File: config.mk
export PLATFORM = sky130hd
export DESIGN_NAME = tl_source_downsizer
export DESIGN_NICKNAME = d
export VERILOG_FILES = /design/src/rtl/tl_source_downsizer.sv
export SDC_FILE = /design/constraint.sdc
export NUM_CORES = 1
export LEC_CHECK = 0
export CAP_MARGIN = 0
export CORE_AREA = 2 2 406 408
export DETAILED_ROUTE_END_ITERATION = 6
export DIE_AREA = 0 0 408 410
export PLACE_DENSITY = 0.3
export SETUP_SLACK_MARGIN = 0.3
export SLEW_MARGIN = 0
export SYNTH_ARGS = -nofsm -noshare
export SYNTH_HDL_FRONTEND = slang
export SYNTH_SLANG_ARGS = --single-unit
File: constraint.sdc
create_clock -name clk_i -period 5.4 [get_ports clk_i]
set_input_delay 1.62 -clock clk_i [delete_from_list [all_inputs] [get_ports clk_i]]
set_output_delay 1.62 -clock clk_i [all_outputs]
set_load 0.02 [all_outputs]
File: src/rtl/tl_source_downsizer.sv
// TileLink source-ID downsizer: remaps wide host source IDs onto a small
// pool of device source IDs and restores the host ID on the response path.
//
// Channel payloads are flat packed vectors, source field in the LSBs:
//   A: {opcode[2:0], param[2:0], size, address, mask, data, corrupt, source}
//   B: {opcode[2:0], param[1:0], size, source, address, mask, data, corrupt}
//   C: {opcode[2:0], param[2:0], size, source, address, data, corrupt}
//   D: {opcode[2:0], param[1:0], size, sink, denied, data, corrupt, source}
//   E: {sink}
module tl_source_downsizer #(
  parameter int unsigned HostSourceWidth   = 8,
  parameter int unsigned DeviceSourceWidth = 2,
  parameter int unsigned SinkWidth         = 1,
  parameter int unsigned AddrWidth         = 56,
  parameter int unsigned DataWidth         = 64,
  localparam int unsigned SizeWidth   = 4,
  localparam int unsigned MaskWidth   = DataWidth / 8,
  localparam int unsigned AHostWidth  = 3 + 3 + SizeWidth + AddrWidth + MaskWidth + DataWidth + 1 + HostSourceWidth,
  localparam int unsigned ADevWidth   = 3 + 3 + SizeWidth + AddrWidth + MaskWidth + DataWidth + 1 + DeviceSourceWidth,
  localparam int unsigned BHostWidth  = 3 + 2 + SizeWidth + HostSourceWidth + AddrWidth + MaskWidth + DataWidth + 1,
  localparam int unsigned BDevWidth   = 3 + 2 + SizeWidth + DeviceSourceWidth + AddrWidth + MaskWidth + DataWidth + 1,
  localparam int unsigned CHostWidth  = 3 + 3 + SizeWidth + HostSourceWidth + AddrWidth + DataWidth + 1,
  localparam int unsigned CDevWidth   = 3 + 3 + SizeWidth + DeviceSourceWidth + AddrWidth + DataWidth + 1,
  localparam int unsigned DHostWidth  = 3 + 2 + SizeWidth + SinkWidth + 1 + DataWidth + 1 + HostSourceWidth,
  localparam int unsigned DDevWidth   = 3 + 2 + SizeWidth + SinkWidth + 1 + DataWidth + 1 + DeviceSourceWidth,
  localparam int unsigned EWidth      = SinkWidth
) (
  input  logic                  clk_i,
  input  logic                  rst_ni,

  input  logic                  host_a_valid,
  output logic                  host_a_ready,
  input  logic [AHostWidth-1:0] host_a,
  output logic                  host_b_valid,
  input  logic                  host_b_ready,
  output logic [BHostWidth-1:0] host_b,
  input  logic                  host_c_valid,
  output logic                  host_c_ready,
  input  logic [CHostWidth-1:0] host_c,
  output logic                  host_d_valid,
  input  logic                  host_d_ready,
  output logic [DHostWidth-1:0] host_d,
  input  logic                  host_e_valid,
  output logic                  host_e_ready,
  input  logic [EWidth-1:0]     host_e,

  output logic                  device_a_valid,
  input  logic                  device_a_ready,
  output logic [ADevWidth-1:0]  device_a,
  input  logic                  device_b_valid,
  output logic                  device_b_ready,
  input  logic [BDevWidth-1:0]  device_b,
  output logic                  device_c_valid,
  input  logic                  device_c_ready,
  output logic [CDevWidth-1:0]  device_c,
  input  logic                  device_d_valid,
  output logic                  device_d_ready,
  input  logic [DDevWidth-1:0]  device_d,
  output logic                  device_e_valid,
  input  logic                  device_e_ready,
  output logic [EWidth-1:0]     device_e
);

  localparam int unsigned NumIds       = 2 ** DeviceSourceWidth;
  localparam int unsigned LgBeatBytes  = $clog2(MaskWidth);
  localparam int unsigned CntRaw       = (2 ** SizeWidth - 1) - LgBeatBytes;
  localparam int unsigned CntWidth     = (CntRaw > 0) ? CntRaw : 1;

  localparam logic [2:0] OpPutFullData    = 3'd0;
  localparam logic [2:0] OpPutPartialData = 3'd1;
  localparam logic [2:0] OpAccessAckData  = 3'd1;

  // Number of beats minus one for a message of the given size.
  function automatic logic [CntWidth-1:0] beats_m1(input logic [SizeWidth-1:0] size,
                                                    input logic               burst);
    logic [CntWidth:0] one_hot;
    one_hot  = '0;
    beats_m1 = '0;
    if (burst && (size > SizeWidth'(LgBeatBytes))) begin
      one_hot  = (CntWidth+1)'(1) << (size - SizeWidth'(LgBeatBytes));
      beats_m1 = CntWidth'(one_hot - (CntWidth+1)'(1));
    end
  endfunction

  logic [NumIds-1:0]          busy_q, busy_d;
  logic [HostSourceWidth-1:0] src_q [NumIds];
  logic [CntWidth-1:0]        a_cnt_q, a_cnt_d;
  logic [CntWidth-1:0]        d_cnt_q, d_cnt_d;
  logic [DeviceSourceWidth-1:0] a_id_q, a_id_d;

  logic [2:0]                   a_opcode;
  logic [SizeWidth-1:0]         a_size;
  logic [HostSourceWidth-1:0]   a_source;
  logic [2:0]                   d_opcode;
  logic [SizeWidth-1:0]         d_size;
  logic [DeviceSourceWidth-1:0] d_idx;

  logic [DeviceSourceWidth-1:0] free_id;
  logic                         all_busy;
  logic [DeviceSourceWidth-1:0] a_id;
  logic                         a_first, a_stall, a_fire, a_last;
  logic                         d_fire, d_last;
  logic [CntWidth-1:0]          a_beats_m1, d_beats_m1;

  assign a_opcode = host_a[AHostWidth-1 -: 3];
  assign a_size   = host_a[AHostWidth-7 -: SizeWidth];
  assign a_source = host_a[HostSourceWidth-1:0];
  assign d_opcode = device_d[DDevWidth-1 -: 3];
  assign d_size   = device_d[DDevWidth-6 -: SizeWidth];
  assign d_idx    = device_d[DeviceSourceWidth-1:0];

  // Lowest-index free entry, judged on registered busy bits only, so an entry
  // freed this cycle becomes eligible on the next one.
  always_comb begin
    free_id  = '0;
    all_busy = &busy_q;
    for (int i = NumIds - 1; i >= 0; i--) begin
      if (!busy_q[i]) free_id = DeviceSourceWidth'(i);
    end
  end

  assign a_beats_m1 = beats_m1(a_size, (a_opcode == OpPutFullData) || (a_opcode == OpPutPartialData));
  assign d_beats_m1 = beats_m1(d_size, d_opcode == OpAccessAckData);

  assign a_first = (a_cnt_q == '0);
  assign a_id    = a_first ? free_id : a_id_q;
  assign a_stall = a_first & all_busy;
  assign a_fire  = host_a_valid & host_a_ready;
  assign a_last  = (a_cnt_q == a_beats_m1);
  assign d_fire  = device_d_valid & host_d_ready;
  assign d_last  = (d_cnt_q == d_beats_m1);

  // A path: pass-through with the source field swapped for the allocated ID.
  assign device_a_valid = host_a_valid & ~a_stall;
  assign host_a_ready   = device_a_ready & ~a_stall;
  assign device_a       = {host_a[AHostWidth-1:HostSourceWidth], a_id};

  // D path: pass-through with the original host source restored.
  assign host_d_valid   = device_d_valid;
  assign device_d_ready = host_d_ready;
  assign host_d         = {device_d[DDevWidth-1:DeviceSourceWidth], src_q[d_idx]};

  // Unused channels are parked.
  assign host_b_valid   = 1'b0;
  assign host_b         = '0;
  assign device_b_ready = 1'b1;
  assign host_c_ready   = 1'b1;
  assign device_c_valid = 1'b0;
  assign device_c       = '0;
  assign host_e_ready   = 1'b1;
  assign device_e_valid = 1'b0;
  assign device_e       = '0;

  logic unused_inputs;
  assign unused_inputs = ^{host_b_ready, host_c_valid, host_c, host_e_valid, host_e,
                           device_b_valid, device_b, device_c_ready, device_e_ready};

  // Next-state for the busy table, beat counters and held burst ID.
  always_comb begin
    busy_d  = busy_q;
    a_cnt_d = a_cnt_q;
    d_cnt_d = d_cnt_q;
    a_id_d  = a_id_q;
    if (d_fire) begin
      d_cnt_d = d_last ? '0 : d_cnt_q + CntWidth'(1);
      if (d_last) busy_d[d_idx] = 1'b0;
    end
    if (a_fire) begin
      a_cnt_d = a_last ? '0 : a_cnt_q + CntWidth'(1);
      if (a_first) begin
        busy_d[free_id] = 1'b1;
        a_id_d          = free_id;
      end
    end
  end

  // Control state with synchronous reset.
  always_ff @(posedge clk_i) begin
    if (!rst_ni) begin
      busy_q  <= '0;
      a_cnt_q <= '0;
      d_cnt_q <= '0;
      a_id_q  <= '0;
    end else begin
      busy_q  <= busy_d;
      a_cnt_q <= a_cnt_d;
      d_cnt_q <= d_cnt_d;
      a_id_q  <= a_id_d;
    end
  end

  // Host source capture on each allocation; qualified by busy, so no reset.
  always_ff @(posedge clk_i) begin
    if (a_fire && a_first) src_q[free_id] <= a_source;
  end

  // A response on an entry that was never allocated has no source to restore.
  d_targets_busy_entry: assert property (@(posedge clk_i) disable iff (!rst_ni)
                                         device_d_valid |-> busy_q[d_idx]);

endmodule

**Word level (Yosys, flattened, before mapping)**

Memory sizes are Yosys's and may differ from the RTL's.
Index checks and enable logic that the tools add are counted.

- Bits of input ports: 517
- Memories kept: 1
- Logic and storage cells: 60
- Bits in writable memories: 32
- Output and inout bits: 515
- Bits in registers: 30
- Bits in latches: 0
- ROM bits: 0

Memories:

| memory | words | width | read ports | clocked after memory_dff | write ports | RTL line | text |
|---|---|---|---|---|---|---|---|
| src_q | 4 | 8 | 1 | 0 | 1 | 86 | `logic [HostSourceWidth-1:0] src_q [NumIds];` |

- Add/sub/neg operators: 6
- Order comparisons: 6
- Reduce and logical (&&, ||, !) cells: 9
- Shift operators: 2
- Bitwise logic cells: 9
- Multiply operators: 0
- Div/mod/pow operators: 0
- Muxes and demuxes: 19
- Equality and inequality tests: 4

Operator list:

| kind | count |
|---|---|
| $mux 12 | 4 |
| $add 12x1->12 const B | 2 |
| $eq 12x12->1 | 2 |
| $shl 1x4->12 const A | 2 |
| $sub 12x1->12 const B | 2 |
| $mux 4 | 4 |
| $logic_not 12->1 | 1 |
| $mux 2 | 5 |
| $gt 4x2->1 const B | 2 |
| $sub 4x2->4 const B | 2 |
| $eq 3x1->1 const B | 2 |
| $lt 2x3->1 const B | 2 |
| $and 1x1->1 | 5 |
| $logic_and 1x1->1 | 5 |
| $and 4x4->4 | 1 |
| $demux 1 s2 | 2 |
| $ge 2x1->1 const B | 2 |
| $mux 1 | 4 |
| $not 4->4 | 1 |
| $or 4x4->4 | 1 |
| $reduce_and 4->1 | 1 |
| $logic_not 3->1 | 1 |
| $logic_or 1x1->1 | 1 |
| $not 1->1 | 1 |

**Logic depth before layout (Yosys ltp)**

Gate-level depths: netlist of run 1.

- Depth after elaboration: 11
- Mapped depth: 16
- Depth with buffers taken out: 14

**Worst setup path after synthesis of run 1**

Ideal clock, no wire load.

- Path kind: input to register
- From: input host_a[137]
- To: register a_cnt_q[11]
- Path buffers: 3
- Data required time: 5284 ps
- Setup slack: 104 ps
- Data arrival time: 5180 ps
- Cell stages on the path: 15
- Library setup time: 116 ps
- Cell sequence: buf_4 > buf_2 > nand2_1 > inv_1 > ha_1 > buf_2 > or4_1 > ha_1 > or3_1 > a211oi_1 > o21ba_2 > nor4_2 > nand4_1 > nor4_4 > and3b_1

- Cells in the longest elaborated chain, start to end: 6
- Elaborated cells between the ends (all ways): 8
- Those cells by class: add/sub: 2; order compare: 1; eq/ne: 1; shift: 1; mux: 2; reduce/logical: 1

Ends and longest elaborated chain:

| what | RTL line | text |
|---|---|---|
| from (decl) | 33 | `input logic [AHostWidth-1:0] host_a,` |
| $sub 4x2->4 | 80 | `one_hot = (CntWidth+1)'(1) << (size - SizeWidth'(LgBeatBytes));` |
| $shl 1x4->12 | 80 |  |
| $sub 12x1->12 | 81 | `beats_m1 = CntWidth'(one_hot - (CntWidth+1)'(1));` |
| $mux 12 * | 79 | `if (burst && (size > SizeWidth'(LgBeatBytes))) begin` |
| $eq 12x12->1 * | 129 | `assign a_last = (a_cnt_q == a_beats_m1);` |
| $mux 12 * | 169 | `a_cnt_d = a_last ? '0 : a_cnt_q + CntWidth'(1);` |
| to (signal assigned) | 186 | `a_cnt_q <= a_cnt_d;` |
| to (decl) | 87 | `logic [CntWidth-1:0] a_cnt_q, a_cnt_d;` |

Mark *: on every way between the ends. The rest lies on a longest branch, timed or not.
A chain may end at the register's enable or synchronous reset.

**Final worst setup path of run 1**

- From: input device_d[0]
- To: output host_d[7]

- Cells in the longest elaborated chain, start to end: 1

Ends and longest elaborated chain:

| what | RTL line | text |
|---|---|---|
| from (decl) | 58 | `input logic [DDevWidth-1:0] device_d,` |
| $mem_v2 4x8 | - |  |
| to (decl) | 42 | `output logic [DHostWidth-1:0] host_d,` |

Every way passes these cells.

==> results of run 1 <==
power by group through the flow:
stage                     Combinational (uW)  Clock [uW]  Sequential (uW)
after floorplan                          702           0              518
after global placement                   437           0              520
after detailed placement                 435           0              520
after CTS                                436         614              510
after global routing                     469         627              510
final                                    433         574              509
per-stage QoR:
step / hold slack, ns / worst slack (ns) / instances
finish: 0.464 / 0.396 / 2985
floorplan: 0.440 / 0.310 / 1224
CTS: 0.467 / 0.332 / 2985
global route: 0.492 / 0.326 / 2985
global placement: 0.452 / 0.0161 / 2969
detailed placement: 0.456 / 0.0659 / 2969
kinds of logic after synthesis:
kind of cell	Yosys count
xor+xnor	38
fa+ha+maj	7
mux	16
other cells	2
flops	62
buf+inv	542
compound gates	79
simple gates	194
area by class of cell:
class	count	area (um2)
Inverter	14	52.6
Fill cell	19400	155000
Clock buffer	9	225
Sequential cell	62	1560
Multi-Input combinational cell	620	3460
Clock inverter	7	55.1
Tap cell	2189	2740
Timing Repair Buffer	84	782
layout by cell type (no fill, tap or decap), types with 5 or more instances in the layout:
cell             netlist  layout
conb_1                 2     286
clkdlybuf4s50_1        0      53
nor2_1                42      42
nand2_1               33      32
edfxtp_1              32      32
dfxtp_1               30      30
buf_4                505      28
xor2_1                20      20
nand3_1               19      19
nor3_1                18      18
o21ai_0               18      18
xnor2_1               16      16
inv_1                 14      14
a21oi_1               12      12
and2_1                11      11
nand4_1               11      11
and3_1                10      10
clkbuf_16              0       9
mux4_2                 8       8
nor2b_1                7       7
ha_1                   7       6
or4_1                  5       5
mux2i_1                5       5
Yosys cell counts (3+ instances only):
library cell / count
a31oi_1: 4
o32ai_1: 3
o21a_1: 3
inv_1: 14
nand2_1: 33
mux4_2: 8
and2_1: 11
dfxtp_1: 30
or4_1: 5
mux2i_1: 5
nand3_1: 19
a21boi_0: 4
a211oi_1: 4
ha_1: 7
buf_2: 4
buf_4: 505
nand4b_1: 3
edfxtp_1: 32
nand2b_1: 3
a21oi_1: 12
and4_1: 3
nand4_1: 11
or2_2: 4
nor2_1: 42
xor2_1: 20
and3_1: 10
mux2_2: 3
xnor2_1: 16
nor3_1: 18
clkbuf_1: 17
o21ai_0: 18
nor4bb_1: 3
nor2b_1: 7
what timing repair did:
action                     4_1_cts  5_1_grt
hold buffers                     0        0
pin swaps                        0        0
gates resized for setup          1        2
setup endpoints to repair        1        2
metal layers:
| metal | vias to the layer above | global-route usage (%) | routed length (um) |
|---|---|---|---|
| met5 | - | 1.06 | 255 |
| met4 | 4 | 2.10 | 1670 |
| met3 | 101 | 2.70 | 5290 |
| met2 | 388 | 4.67 | 12000 |
| met1 | 2009 | 2.87 | 8850 |
| li1 | 2045 | - | - |
registers in the layout, summed over array words and instances, names as in the netlist:
name / cells
a_id_q: 2
src_q: 32
busy_q: 4
a_cnt_q: 12
d_cnt_q: 12
worst max-delay path, cell delays in order:
cell and delay [ns]:
clkdlybuf4s50_1 0.51, buf_12 0.18, mux4_2 0.51, clkdlybuf4s50_1 0.56
worst min-delay path by stage:
stage                                start                      to  slack [ns]
CTS                 a_id_q[1]$_SDFFE_PN0P_  a_id_q[1]$_SDFFE_PN0P_        0.47
global route        a_id_q[1]$_SDFFE_PN0P_  a_id_q[1]$_SDFFE_PN0P_        0.49
floorplan           a_id_q[1]$_SDFFE_PN0P_  a_id_q[1]$_SDFFE_PN0P_        0.44
finish              a_id_q[1]$_SDFFE_PN0P_  a_id_q[1]$_SDFFE_PN0P_        0.46
global placement    a_id_q[1]$_SDFFE_PN0P_  a_id_q[1]$_SDFFE_PN0P_        0.45
detailed placement  a_id_q[1]$_SDFFE_PN0P_  a_id_q[1]$_SDFFE_PN0P_        0.46
==> out/metrics.cfg, run 1 <==
[synthesis]
synth.area.mux_share_pct=3.35
postSynthAreaPerCell_um2=8.38
synth_xor_area_share_pct=4.42
syn_area_mm2=0.00788
yosys.area_share.adder_pct=1.11
synthArstFlopShare_pct=0
synth.top_cell.area_share_pct=48.1
synth_warnings=0
synth_compound_area_share_pct=7.31
synth_top_area_cell=buf_4
ys_ff_latch=62
synth_top_family_by_area=buffers and inverters
netlist_instances=940
ys.flop_type=edfxtp_1
synth_area_leaders=buf_4 48%, edfxtp_1 12%, dfxtp_1 7.6%, mux4_2 2.3%, xor2_1 2.2%
synthDistinctLibCells=74
yosysSeqAreaShare_pct=19.8
synth_edf_count=32
synth-simple-area-share_pct=13.8

[critical_path]
crit_end=host_d[7]
r2r-end=a_cnt_q[11]$_SDFFE_PN0P_
startpoint_type=input pin
critPathMaxFanout=11
worstPathRequired_ns=3.78
crit_path_end_kind=output pin
crit_path_start=device_d[0]
timing.rr.start=a_cnt_q[0]$_SDFFE_PN0P_
cp.arrival_ns=3.38
r2r_cells=10
r2r_slack_ns=2.50
critPathKind=input pin to output pin

[worst_hold_path]
min_path_cells=2
hp-class=flop to flop

[finish]
layout-drive-gt1-share_pct=9.55
fin_nets=1315
synthToLayoutAreaGrowth_pct=12.7
fin_util_pct=5.43
fin_area_mm2=0.00887
num_antenna_cells=0

[die]
die_x_um=408
die_h_um=410
core_mm2=0.163
dieArea_mm2=0.167
ios=1032
start_util_pct=4.82
rows=149

[sta]
setup_violations=0
tightestPinTransition_ns=0.677
finClkSkew_ns=0.0131
fmax_mhz=200
slew_headroom_pct=54.2
fin_crit_sh_pct=92.7
slew_viol_final=0
rsz0062_at_grt=no
hold_viol_final=0
setup_tns_ns=0
post-route-min-period_ns=5.00

[power]
swShare_pct=38.8
power_switching_uw=588
total_power_uw=1520
p_comb_share_pct=28.6
p_per_area_mw_per_mm2=171
ir_worst_vdd_uv=147
pwr-share-clk_pct=37.9
p_int_uw=929
pwr-share-seq_pct=33.6
power_leakage_uw=0.00284

[grt]
grt_pass1_vias=3976
grt_pass1_wl_um=35500
antenna_found_initial=0
gr-total-overflow=0
track_usage_pct=3.19
grt_max_degree=23

[placed_design]
place_congestion=0.664
dp_hpwl_um=24000
io_buffers=55
place_area_mm2=0.00859

[route]
antenna_left=0
via_count=4547
drt_iter0_drc=135
drtPass1Iterations=4
viasPerCell=1.52
routed_wl_um=28000
wl_per_cell_um=9.39
drc=0

[cts]
cts_made_buffers=9
cts.sinks=62
insertion_delay_ns=0.36
clockBufferDepth=2
cts_setup_buffers=0
cts.reportedPaths.clkPinSlew_ns=0.06
cts-root-buf=clkbuf_16
htree_levels=3
cts_tree=built

[run]
drv_cap=0

[outcome]
status=complete, no violations

Note: power is estimated with default switching activity, not from simulation.
==> run 2: changes to the inputs <==
SLEW_MARGIN = unset   (was 0)
==> results of run 2 <==
No change in the layout: final DEF, timing and power equal those of run 1.
